### config.mk
export PLATFORM = sky130hd
export DESIGN_NAME = mstr0_rx_flat
export DESIGN_NICKNAME = d
export VERILOG_FILES = /design/src/rtl/mstr0_pkg.sv /design/src/rtl/mstr0_rx_if.sv /design/src/rtl/mstr0_rx_buf.sv /design/src/rtl/mstr0_rx.sv /design/src/flat_wrapper.sv
export SDC_FILE = /design/constraint.sdc
export NUM_CORES = 1
export LEC_CHECK = 0
export CAP_MARGIN = 20
export CORE_MARGIN = 2
export CORE_UTILIZATION = 30
export DETAILED_ROUTE_END_ITERATION = 12
export SLEW_MARGIN = 20
export SYNTH_ARGS = -nofsm -noshare
export SYNTH_HDL_FRONTEND = slang
export SYNTH_SLANG_ARGS = --single-unit
### constraint.sdc
create_clock -name clk -period 6.66 [get_ports clk]
set_input_delay 0.999 -clock clk [delete_from_list [all_inputs] [get_ports clk]]
set_output_delay 0.999 -clock clk [all_outputs]
set_load 0.02 [all_outputs]
### src/rtl/mstr0_pkg.sv
`default_nettype none
// ============================================================================
// Module  : mstr0_pkg
// Purpose : Shared types and constants for the master-0 receive path.
//           FSM state encoding, source-tag values and statistics counter width.
// Rev     : 1.0  initial release
// ============================================================================
package mstr0_pkg;

    typedef enum logic [1:0] {
        IDLE   = 2'd0,   // buffer empty
        ACTIVE = 2'd1,   // buffer holds at least one entry
        FLUSH  = 2'd2    // one-cycle clear
    } state_t;

    localparam logic SRC_PROC = 1'b0;
    localparam logic SRC_FIFO = 1'b1;

    localparam int CNT_W = 16;

    // Saturating increment for the per-source statistics counters.
    function automatic logic [CNT_W-1:0] sat_inc(input logic [CNT_W-1:0] v);
        return (&v) ? v : v + 1'b1;
    endfunction

endpackage
`default_nettype wire

### src/rtl/mstr0_rx_if.sv
`default_nettype none
// ============================================================================
// Module  : mstr0_rx_if
// Purpose : Bundles the master-0 input port, the consumer port and the
//           status outputs of mstr0_rx.
// Ports   : slave  - receiver side (mstr0_rx)
//           master - sender/consumer side (environment)
// Params  : DW - data word width
// Rev     : 1.0  initial release
// ============================================================================
interface mstr0_rx_if #(
    parameter int DW = 32
);
    logic [DW-1:0]                 mstr0_data;
    logic [1:0]                    mstr0_data_valid;  // [1]=tag, [0]=valid
    logic                          mstr0_ready;
    logic                          flush;
    logic [DW-1:0]                 out_data;
    logic                          out_src;
    logic                          out_valid;
    logic                          out_ready;
    logic                          overflow;
    logic                          busy;
    logic [mstr0_pkg::CNT_W-1:0]   cnt_src0;
    logic [mstr0_pkg::CNT_W-1:0]   cnt_src1;

    modport slave (
        input  mstr0_data, mstr0_data_valid, flush, out_ready,
        output mstr0_ready, out_data, out_src, out_valid,
               overflow, busy, cnt_src0, cnt_src1
    );

    modport master (
        output mstr0_data, mstr0_data_valid, flush, out_ready,
        input  mstr0_ready, out_data, out_src, out_valid,
               overflow, busy, cnt_src0, cnt_src1
    );
endinterface
`default_nettype wire

### src/rtl/mstr0_rx_buf.sv
`default_nettype none
// ============================================================================
// Module  : mstr0_rx_buf
// Purpose : Circular buffer holding tagged words. Pointers carry one extra
//           bit so that full (count == DEPTH) and empty (count == 0) differ.
// Ports   : clk, rst      - clock, async active-high reset
//           i_clr         - synchronous clear of both pointers
//           i_push/i_data - write one entry (caller guarantees room)
//           i_pop         - retire head entry (caller guarantees non-empty)
//           o_head        - entry at read pointer
//           o_count       - current occupancy, 0..DEPTH
// Params  : W     - entry width
//           DEPTH - entries, power of two, >= 2
// Rev     : 1.0  initial release
// ============================================================================
module mstr0_rx_buf #(
    parameter int W     = 33,
    parameter int DEPTH = 4
) (
    input  wire logic                     clk,
    input  wire logic                     rst,
    input  wire logic                     i_clr,
    input  wire logic                     i_push,
    input  wire logic                     i_pop,
    input  wire logic [W-1:0]             i_data,
    output logic      [W-1:0]             o_head,
    output logic      [$clog2(DEPTH):0]   o_count
);
    localparam int AW = $clog2(DEPTH);

    logic [AW:0]  r_wr_ptr;
    logic [AW:0]  r_rd_ptr;
    logic [W-1:0] r_mem [DEPTH];

    always_ff @(posedge clk or posedge rst) begin
        if (rst) begin
            r_wr_ptr <= '0;
            r_rd_ptr <= '0;
        end else if (i_clr) begin
            r_wr_ptr <= '0;
            r_rd_ptr <= '0;
        end else begin
            if (i_push) r_wr_ptr <= r_wr_ptr + 1'b1;
            if (i_pop)  r_rd_ptr <= r_rd_ptr + 1'b1;
        end
    end

    // Storage needs no reset: nothing is visible unless the pointers say so.
    always_ff @(posedge clk) begin
        if (i_push) r_mem[r_wr_ptr[AW-1:0]] <= i_data;
    end

    assign o_head  = r_mem[r_rd_ptr[AW-1:0]];
    assign o_count = r_wr_ptr - r_rd_ptr;

endmodule
`default_nettype wire

### src/rtl/mstr0_rx.sv
`default_nettype none
// ============================================================================
// Module  : mstr0_rx
// Purpose : Master-0 receive buffer. Captures tagged words from a sender that
//           never stalls, presents them in order to a ready/valid consumer,
//           flags drops while full and supports a one-cycle flush.
// Ports   : clk  - clock
//           rst  - async active-high reset
//           bus  - mstr0_rx_if.slave (input word, consumer port, status)
// Params  : DW    - data word width
//           DEPTH - buffer entries, power of two, >= 2
// Config  : MSTR0_RX_STATS_EN - enables per-source accepted-word counters;
//           when undefined cnt_src0/cnt_src1 are tied to zero.
// Rev     : 1.0  initial release
// ============================================================================
module mstr0_rx
    import mstr0_pkg::*;
#(
    parameter int DW    = 32,
    parameter int DEPTH = 4
) (
    input wire logic   clk,
    input wire logic   rst,
    mstr0_rx_if.slave  bus
);
    localparam int AW = $clog2(DEPTH);

    state_t        r_state;
    state_t        w_state_nxt;
    logic          r_overflow;
    logic [AW:0]   w_count;
    logic [DW:0]   w_head;
    logic          w_full;
    logic          w_empty;
    logic          w_in_flush;
    logic          w_valid_in;
    logic          w_pop;
    logic          w_push;
    logic          w_drop;

    assign w_in_flush = (r_state == FLUSH);
    assign w_full     = (w_count == (AW+1)'(DEPTH));
    assign w_empty    = (w_count == '0);

    // A flush request, or the FLUSH cycle itself, masks both ports.
    assign w_valid_in = bus.mstr0_data_valid[0] && !bus.flush && !w_in_flush;
    assign w_pop      = !w_empty && bus.out_ready && !bus.flush && !w_in_flush;
    // A pop in the same cycle frees the slot, so full still accepts.
    assign w_push     = w_valid_in && (!w_full || w_pop);
    assign w_drop     = w_valid_in && w_full && !w_pop;

    mstr0_rx_buf #(
        .W     (DW + 1),
        .DEPTH (DEPTH)
    ) u_buf (
        .clk     (clk),
        .rst     (rst),
        .i_clr   (bus.flush),
        .i_push  (w_push),
        .i_pop   (w_pop),
        .i_data  ({bus.mstr0_data_valid[1], bus.mstr0_data}),
        .o_head  (w_head),
        .o_count (w_count)
    );

    always_ff @(posedge clk or posedge rst) begin
        if (rst) begin
            r_state <= IDLE;
        end else begin
            r_state <= w_state_nxt;
        end
    end

    always_comb begin
        w_state_nxt = r_state;
        if (bus.flush) begin
            w_state_nxt = FLUSH;
        end else begin
            case (r_state)
                IDLE:    if (w_push) w_state_nxt = ACTIVE;
                ACTIVE:  if (w_count == (AW+1)'(1) && w_pop && !w_push)
                             w_state_nxt = IDLE;
                FLUSH:   w_state_nxt = IDLE;
                default: w_state_nxt = IDLE;
            endcase
        end
    end

    always_ff @(posedge clk or posedge rst) begin
        if (rst) begin
            r_overflow <= 1'b0;
        end else if (bus.flush) begin
            r_overflow <= 1'b0;
        end else if (w_drop) begin
            r_overflow <= 1'b1;
        end
    end

    // Head words come straight from registered storage; gating with valid
    // keeps the data/tag outputs at zero whenever nothing is presented.
    assign bus.out_valid   = !w_empty && !w_in_flush;
    assign bus.out_data    = bus.out_valid ? w_head[DW-1:0] : '0;
    assign bus.out_src     = bus.out_valid ? w_head[DW] : SRC_PROC;
    assign bus.mstr0_ready = !w_full && !w_in_flush;
    assign bus.busy        = (r_state != IDLE);
    assign bus.overflow    = r_overflow;

`ifdef MSTR0_RX_STATS_EN
    logic [CNT_W-1:0] r_cnt_src0;
    logic [CNT_W-1:0] r_cnt_src1;

    always_ff @(posedge clk or posedge rst) begin
        if (rst) begin
            r_cnt_src0 <= '0;
            r_cnt_src1 <= '0;
        end else if (bus.flush) begin
            r_cnt_src0 <= '0;
            r_cnt_src1 <= '0;
        end else if (w_push) begin
            if (bus.mstr0_data_valid[1] == SRC_FIFO)
                r_cnt_src1 <= sat_inc(r_cnt_src1);
            else
                r_cnt_src0 <= sat_inc(r_cnt_src0);
        end
    end

    assign bus.cnt_src0 = r_cnt_src0;
    assign bus.cnt_src1 = r_cnt_src1;
`else
    assign bus.cnt_src0 = '0;
    assign bus.cnt_src1 = '0;
`endif

endmodule
`default_nettype wire

### src/flat_wrapper.sv
// flat-port wrapper written by rule: the top's interface ports become plain ports
module mstr0_rx_flat import mstr0_pkg::*;
#(
    parameter int DW    = 32,
    parameter int DEPTH = 4
)
  (clk, rst, bus_mstr0_data, bus_mstr0_data_valid, bus_flush, bus_out_ready, bus_mstr0_ready, bus_out_data, bus_out_src, bus_out_valid, bus_overflow, bus_busy, bus_cnt_src0, bus_cnt_src1);
  mstr0_rx_if #(.DW(DW)) bus_i ();
  input wire logic clk;
  input wire logic rst;
  input wire logic [$bits(bus_i.mstr0_data)-1:0] bus_mstr0_data;
  input wire logic [$bits(bus_i.mstr0_data_valid)-1:0] bus_mstr0_data_valid;
  input wire logic [$bits(bus_i.flush)-1:0] bus_flush;
  input wire logic [$bits(bus_i.out_ready)-1:0] bus_out_ready;
  output wire logic [$bits(bus_i.mstr0_ready)-1:0] bus_mstr0_ready;
  output wire logic [$bits(bus_i.out_data)-1:0] bus_out_data;
  output wire logic [$bits(bus_i.out_src)-1:0] bus_out_src;
  output wire logic [$bits(bus_i.out_valid)-1:0] bus_out_valid;
  output wire logic [$bits(bus_i.overflow)-1:0] bus_overflow;
  output wire logic [$bits(bus_i.busy)-1:0] bus_busy;
  output wire logic [$bits(bus_i.cnt_src0)-1:0] bus_cnt_src0;
  output wire logic [$bits(bus_i.cnt_src1)-1:0] bus_cnt_src1;
  assign bus_i.mstr0_data = bus_mstr0_data;
  assign bus_i.mstr0_data_valid = bus_mstr0_data_valid;
  assign bus_i.flush = bus_flush;
  assign bus_i.out_ready = bus_out_ready;
  assign bus_mstr0_ready = bus_i.mstr0_ready;
  assign bus_out_data = bus_i.out_data;
  assign bus_out_src = bus_i.out_src;
  assign bus_out_valid = bus_i.out_valid;
  assign bus_overflow = bus_i.overflow;
  assign bus_busy = bus_i.busy;
  assign bus_cnt_src0 = bus_i.cnt_src0;
  assign bus_cnt_src1 = bus_i.cnt_src1;
  mstr0_rx #(.DW(DW), .DEPTH(DEPTH)) u_core (.clk(clk), .rst(rst), .bus(bus_i));
endmodule
==> impl_results.md, run 1 <==
- Worst-margin pin slew: 955.0 ps
- Layout cells sized above 1: between 20% and 30%
- Gr usage total: 11.13%
- Global-route wire length before repair: approximately 17000 um
- Sequential share of the synthesized area: 70.87%
- GRT Residual Overflow: 0
- Die width: 144.4 um
- Rel. slew slack: 36.33%
- Fmax: 220.4 MHz
- Area leader, netlist: edfxtp_1
- Synth cell types: 33
- Worst min path class: reg2reg
- CTS Root Cell: clkbuf_16
- Num CTS Buffers: 17
- Post CTS Setup Buffer Count: 0
- WHS Endpoint: u_core.bus.overflow$_DFFE_PP0P_
- CTS clk-pin slew, worst paths: approximately 60 ps
- Starting Density: 30.47%
- DR vias/cell: 4.224
- Critical Path AT: ~3500 ps
- PortBufs: between 70 and 80
- Clk buf depth: 2
- Post-DP HPWL: 6872 um
- GP Congestion: 0.6152
- DRT iter0 DRCs: approximately 100
- WL/cell: 16.39 um
- Worst reg2reg path depth: 5
- Fin Clk Skew: 5.692 ps
- Crit end category: output pin
- Syn Inst Count: 308
- Final net count: about 440
- Final setup viols: 0
- RSZ-0062 raised after global routing: no
- Crit path max fanout: 36
- # IOs: about 110
- Via count: 2830
- Register-to-register setup slack: 2870 ps
- Setup Crit Path Kind: reg2out
- Pwr/cell area: 304.8 nW/um2
- Synth Register Bits: 141
- Antenna Violating Nets Remaining: 0
- Setup TNS Final: 0 ps
- Post-synthesis cell area: 5911 um2
- Htree depth: 4
- Clk sinks: 141
- Die H: 144.4 um
- Synth-to-layout area growth: 26.86%
- Fillcell total: between 1500 and 2000
- Fin crit period: roughly 4500 ps
- Design area: about 7500 um2
- Core box area: 19400 um2
- Vias in the first global route: 2984
- First-pass detailed-route iteration total: 4
- CTS tree: done
- Req. time, crit path: 5660 ps
- Top sig layer: met4
- Wire length on met1: between 4000 and 5000 um
- # rows: between 50 and 60
- Dominant cells by area after synthesis: edfxtp_1, mux4_2, buf_4
- Routed wl met3: between 600 and 700 um
- Tot Pwr: 2.285 mW
- CP Launch Type: register
- Syn Area/Cell: 19.19 um2
- Fin. Hold Viols: 0
- Final Worst Setup Slack: between 2000 and 2500 ps
- Peak supply drop: around 0.18 mV
- Met2 Wirelength: 5465 um
- Max Cap Viol: 0
- Hold buffers post-CTS: 0
- Status: finished clean
- Slew Limit Fails: 0
- Die area: 20840 um2
- Later-pin clock latency in the skew report: 410 ps
- Worst r2r src: u_core.u_buf.r_rd_ptr[1]$_DFFE_PP0P_
- Final wirelength: 10980 um
- PostCTS Resize Cnt: 0
- Hold depth: 2
- Largest net degree at the start of global routing: 37
- Hold path startpoint: u_core.bus.overflow$_DFFE_PP0P_
- Pre-CTS setup slack: 2151 ps
- Static Leak: 2.476 nW
- Crit share post-route: 68.12%
- Worst r2r dst: u_core.u_buf.r_mem[2][25]$_DFFE_PP_
- Synth top area share: 67.06%
- Synth warn: 0
- Placed inst area: about 6900 um2
- Final routed DRC violation total: 0
- Final core utilization: 38.65%
- Antenna cells: 0
- Initial antenna violation count: 0
[cell usage in the layout, fill, tap and decap left out, drive strengths merged, types with 6 or more instances in the layout]
cell	n
buf	6
clkbuf	17
clkdlybuf4s50	74
conb	32
dfrtp	9
edfxtp	132
ha	6
inv	14
mux4	33
nor2	7
nor2b	37
[where the power goes]
group / leakage [nW] / internal, mW / switching [mW]
combinational: 0.870 / 0.165 / 0.185
clock: 0.295 / 0.565 / 0.375
sequential: 1.31 / 0.987 / 0.00788
[cells in the mapped netlist, drive strengths merged]
library cell and count:
o2111ai 1, a2111oi 1, and3b 1, o211a 1
clkbuf 7, nand2 1, nor3 1, o221a 1
edfxtp 132, xor3 1, ha 6, mux4 33
mux2i 2, dfrtp 9, conb 1, a211o 1
o21ai 1, buf 39, nand2b 5, nand3 1
nor2b 37, or2 1, mux2 4, nor2 7
inv 6, nor3b 4, fa 1, a31oi 1
a41oi 1, a211oi 1
[area by class of cell]
type	count	area, um2	area share, %
Clock buffer	17	425.4	5.673
Clock inverter	15	176.4	2.353
Inverter	6	22.52	0.3004
Multi-Input combinational cell	146	1545	20.61
Sequential cell	141	4192	55.90
Tap cell	265	331.6	4.422
Timing Repair Buffer	80	805.8	10.75
[state kept, by name, indices dropped and copies added (netlist names)]
signal and flops:
u_core.u_buf.r_rd_ptr 3, u_core.u_buf.r_mem 132, u_core.r_state 2, u_core.u_buf.r_wr_ptr 3
u_core.bus.overflow 1
[critical path, cell delays in order, from the launching register on]
cell	delay (ps)
dfrtp_2	1000
fa_1	330
xor3_2	390
o21ai_4	540
buf_16	230
nor2b_1	90
clkdlybuf4s50_1	550
[layer usage]
layer,vias up,global-route usage [%]
li1,1299,-
met1,1429,13.85
met2,95,18.18
met3,7,3.808
met4,0,3.832
met5,-,0
[worst max path at each step]
stage | from | end | slack (ps) | cells past startpoint
2_1_floorplan | u_core.u_buf.r_wr_ptr[0]$_DFFE_PP0P_ | u_core.u_buf.r_mem[3][0]$_DFFE_PP_ | 2110 | 6
3_3_place_gp | u_core.u_buf.r_rd_ptr[1]$_DFFE_PP0P_ | bus_out_data[16] | 2190 | 5
3_5_place_dp | u_core.u_buf.r_rd_ptr[1]$_DFFE_PP0P_ | bus_out_data[16] | 2150 | 5
4_1_cts | u_core.u_buf.r_rd_ptr[1]$_DFFE_PP0P_ | bus_out_data[16] | 1710 | 5
5_1_grt | u_core.u_buf.r_rd_ptr[1]$_DFFE_PP0P_ | bus_out_data[16] | 1890 | 6
6_report | u_core.u_buf.r_rd_ptr[1]$_DFFE_PP0P_ | bus_out_data[16] | 2120 | 6
[metrics by stage]
stage | hold slack, ps | std cells
3_3_place_gp | 518.9 | 637
3_5_place_dp | 519.1 | 637
6_report | 532.9 | 670
2_1_floorplan | 534.1 | 339
4_1_cts | 536.6 | 669
5_1_grt | 556.4 | 670
[kinds of logic (layout without fill, tap and decap cells)]
| kind of cell | count (synthesis) | after routing | share of synthesized area [%] |
|---|---|---|---|
| AO/OA/AOI/OAI | 9 | 9 | 1.736 |
| flip-flops | 141 | 141 | 70.87 |
| multiplexers | 39 | 39 | 13.67 |
| other | 1 | 32 | 0.06344 |
| buffers and inverters | 52 | 118 | 5.483 |
| adder cells (fa/ha/maj) | 7 | 7 | 1.609 |
| AND/OR/NAND/NOR | 58 | 58 | 6.139 |
| XOR/XNOR | 1 | 1 | 0.4233 |
No activity file was read; power rests on OpenSTA's default activity.
==> run 2: changes to the inputs <==
clock period = 4.7 ns   (was 6.66 ns; I/O delays follow)
==> run 2 against run 1 <==
Net effect:
- sequential share of layout area hardly changed
- combinational power is 40% higher
- sequential power up 42%
- non-clock buffer count rose by 4
- count of clock-buffer cells in the layout up 1
- via count rose by 3.2%
- final area barely moved
- clock power is 43% higher
- critical path depth is 2 higher
- clock skew is 0.80 ps lower
- global-route usage increased by 0.22 points
- sequential cell count unchanged
- critical path type unchanged
==> impl_results.md, run 2 (synthesis results as in run 1) <==
- Global-route wire length before repair: 17020 um (+2.4%)
- # rows: 51 (unchanged)
- Final setup viols: 0 (unchanged)
- DRT iter0 DRCs: 139 (+40%)
- CP Launch Type: register
- Peak supply drop: 0.2363 mV (+32%)
- PostCTS Resize Cnt: 0 (unchanged)
- Status: finished clean
- Worst path cell trace: inv_1, ha_1, fa_1, xor3_2, o21ai_4, buf_4, nor2b_1, clkdlybuf4s50_1
- Post CTS Setup Buffer Count: 0 (unchanged)
- Wire length on met1: 4779 um (+0.84%)
- Num CTS Buffers: 17 (unchanged)
- Hold buffers post-CTS: 0 (unchanged)
- Die H: 144.4 um (unchanged)
- Largest net degree at the start of global routing: 37 (unchanged)
- Met2 Wirelength: 5457 um (-0.15%)
- Worst path bufs/invs: 3 (+1)
- Hold depth: 2 (unchanged)
- Post-DP HPWL: 6530 um (-5.0%)
- Final wirelength: 10960 um (-0.17%)
- Htree depth: 4 (unchanged)
- Top sig layer: met4
- WL/cell: 16.26 um (-0.77%)
- Core box area: 19400 um2 (unchanged)
- Fmax: 261.2 MHz
- # IOs: 107 (unchanged)
- PortBufs: 74 (unchanged)
- Final core utilization: 38.67% (about the same)
- Max Cap Viol: 0 (unchanged)
- Design area: 7502 um2 (about the same)
- Fillcell total: 1795 (+0.11%)
- Die width: 144.4 um (unchanged)
- Final net count: 441 (+0.92%)
- Worst Hold Slack: 539.6 ps (+6.728 ps)
- Commonest non-fill, non-tap cell in the layout: edfxtp_1
- Rel. slew slack: 43.78% (+7.4 points)
- Placed inst area: 6907 um2 (+0.55%)
- Critical path's slowest cell: clkdlybuf4s50_1
- Clk sinks: 141 (unchanged)
- Later-pin clock latency in the skew report: 410 ps (about the same)
- Starting Density: 30.47% (unchanged)
- Worst reg2reg path depth: 7 (+2)
- Gr usage total: 11.35% (+0.22 points)
- Crit share post-route: 81.47%
- GRT Residual Overflow: 0 (unchanged)
- Routed wl met3: 628 um (-6.0%)
- Crit end category: output pin
- Fin crit period: around 3800 ps
- Vias in the first global route: 2983 (-0.034%)
- CTS clk-pin slew, worst paths: 60 ps (about the same)
- Fin. Hold Viols: 0 (unchanged)
- Tot Pwr: 3.232 mW (+41%)
- Crit path max fanout: 16 (-56%)
- CP delay by family, top: buffers and inverters
- Die area: 20840 um2 (unchanged)
- GP Congestion: 0.6436 (+4.6%)
- Setup Crit Path Kind: reg2out
- Antenna Violating Nets Remaining: 0 (unchanged)
- Initial antenna violation count: 0 (unchanged)
- RSZ-0062 raised after global routing: no
- Slew Limit Fails: 0 (unchanged)
- CTS Root Cell: clkbuf_16
- Max incr delay on CP: 640 ps (-360 ps)
- Setup TNS Final: 0 ps (unchanged)
- Levels on crit path: 8 (+2)
- Req. time, crit path: 3990 ps (-1670 ps)
- Clk buf depth: 2 (unchanged)
- Static Leak: 2.481 nW (+0.19%)
- Commonest non-fill, non-tap cells in the layout: edfxtp_1, clkdlybuf4s50_1, nor2b_1
- First-pass detailed-route iteration total: 4 (unchanged)
- Via count: 2921 (+3.2%)
- Worst-margin pin slew: 840.7 ps (-114.3 ps)
- Fin Clk Skew: 4.893 ps (-0.7986 ps)
- Max FFs per register: 132 (unchanged)
- Worst min path class: reg2reg
- Area of the multi-input gates: 1545 um2 (unchanged)
- Synth-to-layout area growth: 26.93% (about the same)
- Layout cells sized above 1: 20.29% (-0.20 points)
- Sequential standard cell area: 4192 um2 (unchanged)
- Final routed DRC violation total: 0 (unchanged)
- CTS tree: done
- Critical Path AT: 3120 ps (-420 ps)
- Pwr/cell area: 430.8 nW/um2 (+41%)
- DR vias/cell: 4.334 (+2.6%)
- Antenna cells: 0 (unchanged)
run 2: cell count changes in the layout (fill, tap and decap cells not counted), sizes merged:
cell / before / now
clkbuf: 17 / 18
bufinv: 2 / 3
inv: 14 / 10
clkinv: 4 / 6
buf: 6 / 10
run 2: cell type report:
class                           instances  area share, %
Timing Repair Buffer                   84          10.87
Multi-Input combinational cell        146          20.60
Tap cell                              265          4.420
Inverter                                6         0.3002
Clock buffer                           18          5.720
Sequential cell                       141          55.87
Clock inverter                         14          2.218
run 2: final timing paths:
check                                                startpoint                              endpoint  slack (ps)
max                        u_core.u_buf.r_wr_ptr[0]$_DFFE_PP0P_                       bus_out_data[5]         870
min                             u_core.bus.overflow$_DFFE_PP0P_       u_core.bus.overflow$_DFFE_PP0P_         540
max reg2reg                u_core.u_buf.r_wr_ptr[0]$_DFFE_PP0P_    u_core.u_buf.r_mem[2][7]$_DFFE_PP_        1610
min reg2reg                     u_core.bus.overflow$_DFFE_PP0P_       u_core.bus.overflow$_DFFE_PP0P_         540
max in group asynchronous                                   rst  u_core.u_buf.r_rd_ptr[0]$_DFFE_PP0P_        3820
min in group asynchronous                                   rst         u_core.r_state[0]$_DFFE_PP0P_         580
run 2: power breakdown:
group          switching (mW)  internal, mW  leakage (nW)
Clock                   0.499         0.836         0.288
Sequential            0.00676          1.40          1.31
Combinational           0.263         0.229         0.882
run 2: worst reg2reg max path: stages (launching register included):
cell and delay (ps):
dfrtp_1 380, inv_1 110, ha_1 230, fa_1 530, and3b_1 260, a211o_1 460, nor3b_4 230, buf_4 510
run 2: through the flow:
stage	worst slack [ps]	std cells
final	871.0	674
after global routing	685.2	674
after CTS	811.5	674
after floorplan	150.1	339
after global placement	1334	642
after detailed placement	1267	642
run 2: metal layers:
| metal | track usage, % | vias to the layer above |
|---|---|---|
| met4 | 4.037 | 0 |
| met3 | 4.172 | 8 |
| met2 | 18.06 | 93 |
| met5 | 0 | - |
| li1 | - | 1308 |
| met1 | 14.30 | 1512 |
==> run 3: changes to the inputs <==
clock period = 3.4 ns   (was 4.7 ns; I/O delays follow)
==> run 3 against run 2 <==
Net effect:
- first-iteration DRC count down 21%
- routed wire length up 4.8%
- final cell count down 0.15%
- register-to-register slack worse by 1200 ps
- critical path depth unchanged
- sequential power up 38%
- non-clock buffer count down 1
- critical path type unchanged
- largest power group unchanged
==> impl_results.md, run 3 (synthesis results as in run 1) <==
- Slew Limit Fails: 0 (unchanged)
- CP Launch Type: register
- # rows: 51 (unchanged)
- PostCTS Resize Cnt: 35 (+35)
- Worst reg2reg path depth: 8 (+1)
- Worst setup path endpoint: bus_out_data[25]
- Clk sinks: 141 (unchanged)
- Worst Hold Slack: 390.0 ps (-149.6 ps)
- Tot Pwr: 4.214 mW (+30%)
- Initial antenna violation count: 0 (unchanged)
- Levels on crit path: 8 (unchanged)
- WL/cell: 17.07 um (+5.0%)
- Fin. Hold Viols: 0 (unchanged)
- CTS tree: done
- Htree depth: 4 (unchanged)
- Commonest non-fill, non-tap cell in the layout: edfxtp_1
- DR vias/cell: 4.366 (+0.73%)
- CP startpoint: u_core.u_buf.r_wr_ptr[0]$_DFFE_PP0P_
- Worst path bufs/invs: 3 (unchanged)
- Fillcell total: 1819 (+1.3%)
- Crit share post-route: between 90% and 100%
- Worst r2r src: u_core.u_buf.r_wr_ptr[0]$_DFFE_PP0P_
- Core box area: 19400 um2 (unchanged)
- Antenna cells: 0 (unchanged)
- Crit path max fanout: 34 (+18)
- GP Congestion: 0.6890 (+7.1%)
- Antenna Violating Nets Remaining: 0 (unchanged)
- Max Cap Viol: 0 (unchanged)
- GRT Residual Overflow: 0 (unchanged)
- Die H: 144.4 um (unchanged)
- Met2 Wirelength: 5709 um (+4.6%)
- Rel. slew slack: 51.44% (+7.7 points)
- Starting Density: 30.47% (unchanged)
- Layout cells sized above 1: 18.87% (-1.4 points)
- Gr usage total: 11.80% (+0.45 points)
- Fin cells: 673 (-0.15%)
- CTS Root Cell: clkbuf_16
- Wire length on met1: 5112 um (+7.0%)
- Final net count: 440 (-0.23%)
- Top sig layer: met4
- First-pass detailed-route iteration total: 4 (unchanged)
- PortBufs: 74 (unchanged)
- Num CTS Buffers: 17 (unchanged)
- Placed Cells: 641 (-0.16%)
- Max incr delay on CP: 440 ps (-200 ps)
- Die area: 20840 um2 (unchanged)
- Post-DP HPWL: 6787 um (+3.9%)
- Setup Crit Path Kind: reg2out
- Worst path cell trace: inv_1, ha_1, fa_1, xor3_2, o21ai_4, buf_12, nor2b_1, dlygate4sd2_1
- Final routed DRC violation total: 0 (unchanged)
- Sequential standard cell area: 4192 um2 (unchanged)
- Largest net degree at the start of global routing: 37 (unchanged)
- CTS clk-pin slew, worst paths: 60 ps (about the same)
- DRT iter0 DRCs: 110 (-21%)
- Placed inst area: 6968 um2 (+0.89%)
- Pre-CTS setup slack: 257.9 ps (-1009 ps)
- Clk buf depth: 2 (unchanged)
- Post CTS Setup Buffer Count: 0 (unchanged)
- Die width: 144.4 um (unchanged)
- Synth-to-layout area growth: 25.95%
- Setup TNS Final: 0 ps (unchanged)
- Via count: 2938 (+0.58%)
- Max FFs per register: 132 (unchanged)
- Worst-margin pin slew: 728.4 ps (-112.3 ps)
- Register-to-register setup slack: 410 ps (-1200 ps)
- Area of the multi-input gates: 1554 um2 (+0.57%)
- Commonest non-fill, non-tap cells in the layout: edfxtp_1, clkdlybuf4s50_1, nor2b_1
- Crit end category: output pin
- Later-pin clock latency in the skew report: 410 ps (about the same)
- Final core utilization: 38.38% (-0.30 points)
- Pwr/cell area: 566.0 nW/um2 (+31%)
- Critical Path AT: 2760 ps (-360 ps)
- Fin crit period: 3265 ps
- Hold buffers post-CTS: 0 (unchanged)
- Status: finished clean
- Final wirelength: 11490 um (+4.8%)
- Design area: 7445 um2 (-0.77%)
- Peak supply drop: 0.3379 mV (+43%)
- Final Worst Setup Slack: 134.5 ps (-736.5 ps)
- Worst r2r dst: u_core.u_buf.r_mem[2][9]$_DFFE_PP_
- Static Leak: 2.599 nW (+4.7%)
- Fmax: 306.2 MHz
- CP delay by family, top: buffers and inverters
- RSZ-0062 raised after global routing: no
- Final setup viols: 0 (unchanged)
- Req. time, crit path: 2890 ps (-1100 ps)
- Vias in the first global route: 3136 (+5.1%)
- Routed wl met3: 509 um (-19%)
- Worst min path class: in2async
- Fin Clk Skew: 7.149 ps (+2.256 ps)
- # IOs: 107 (unchanged)
- Critical path's slowest cell: fa_1
- Global-route wire length before repair: 17750 um (+4.3%)
-- run 3: cell count changes in the layout (fill, tap and decap cells not counted), sizes merged --
cell and delta:
buf -1, clkinv +1, clkdlybuf4s50 -35, clkbuf +4, clkinvlp +1, dlygate4sd2 +35, inv -4, bufinv -2
-- run 3: area by class of cell --
| type | instances | share of cell area (%) |
|---|---|---|
| Multi-Input combinational cell | 146 | 20.87 |
| Clock inverter | 10 | 0.9916 |
| Sequential cell | 141 | 56.30 |
| Timing Repair Buffer | 83 | 11.11 |
| Tap cell | 265 | 4.454 |
| Inverter | 6 | 0.3025 |
| Clock buffer | 22 | 5.966 |
-- run 3: where the power goes --
group          switching (mW)  internal (mW)
logic                   0.375          0.276
clock network           0.630          0.988
registers             0.00956           1.93
-- run 3: layer usage --
layer / global-route usage [%] / up-vias
met5: 0 / -
met4: 4.394 / 0
met3: 3.742 / 13
met2: 18.98 / 89
met1: 15.01 / 1533
li1: - / 1303
-- run 3: how the worst min path moves through the flow --
stage	from	endpoint	slack, ps	cells past startpoint
floorplan	rst	u_core.bus.overflow$_DFFE_PP0P_	340	1
global placement	u_core.bus.overflow$_DFFE_PP0P_	u_core.bus.overflow$_DFFE_PP0P_	500	2
detailed placement	u_core.bus.overflow$_DFFE_PP0P_	u_core.bus.overflow$_DFFE_PP0P_	500	2
CTS	rst	u_core.r_state[0]$_DFFE_PP0P_	390	2
global route	rst	u_core.r_state[0]$_DFFE_PP0P_	410	2
finish	rst	u_core.r_state[0]$_DFFE_PP0P_	390	2
-- run 3: worst reg2reg max path: cells and delay by family, from the launching register on --
| family | cells | cell delay, ps |
|---|---|---|
| adder cells (fa/ha/maj) | 2 | 670 |
| AND/OR/NAND/NOR | 1 | 300 |
| AO/OA/AOI/OAI | 1 | 420 |
| XOR/XNOR | 1 | 270 |
| flip-flops | 1 | 410 |
| buffers and inverters | 3 | 580 |
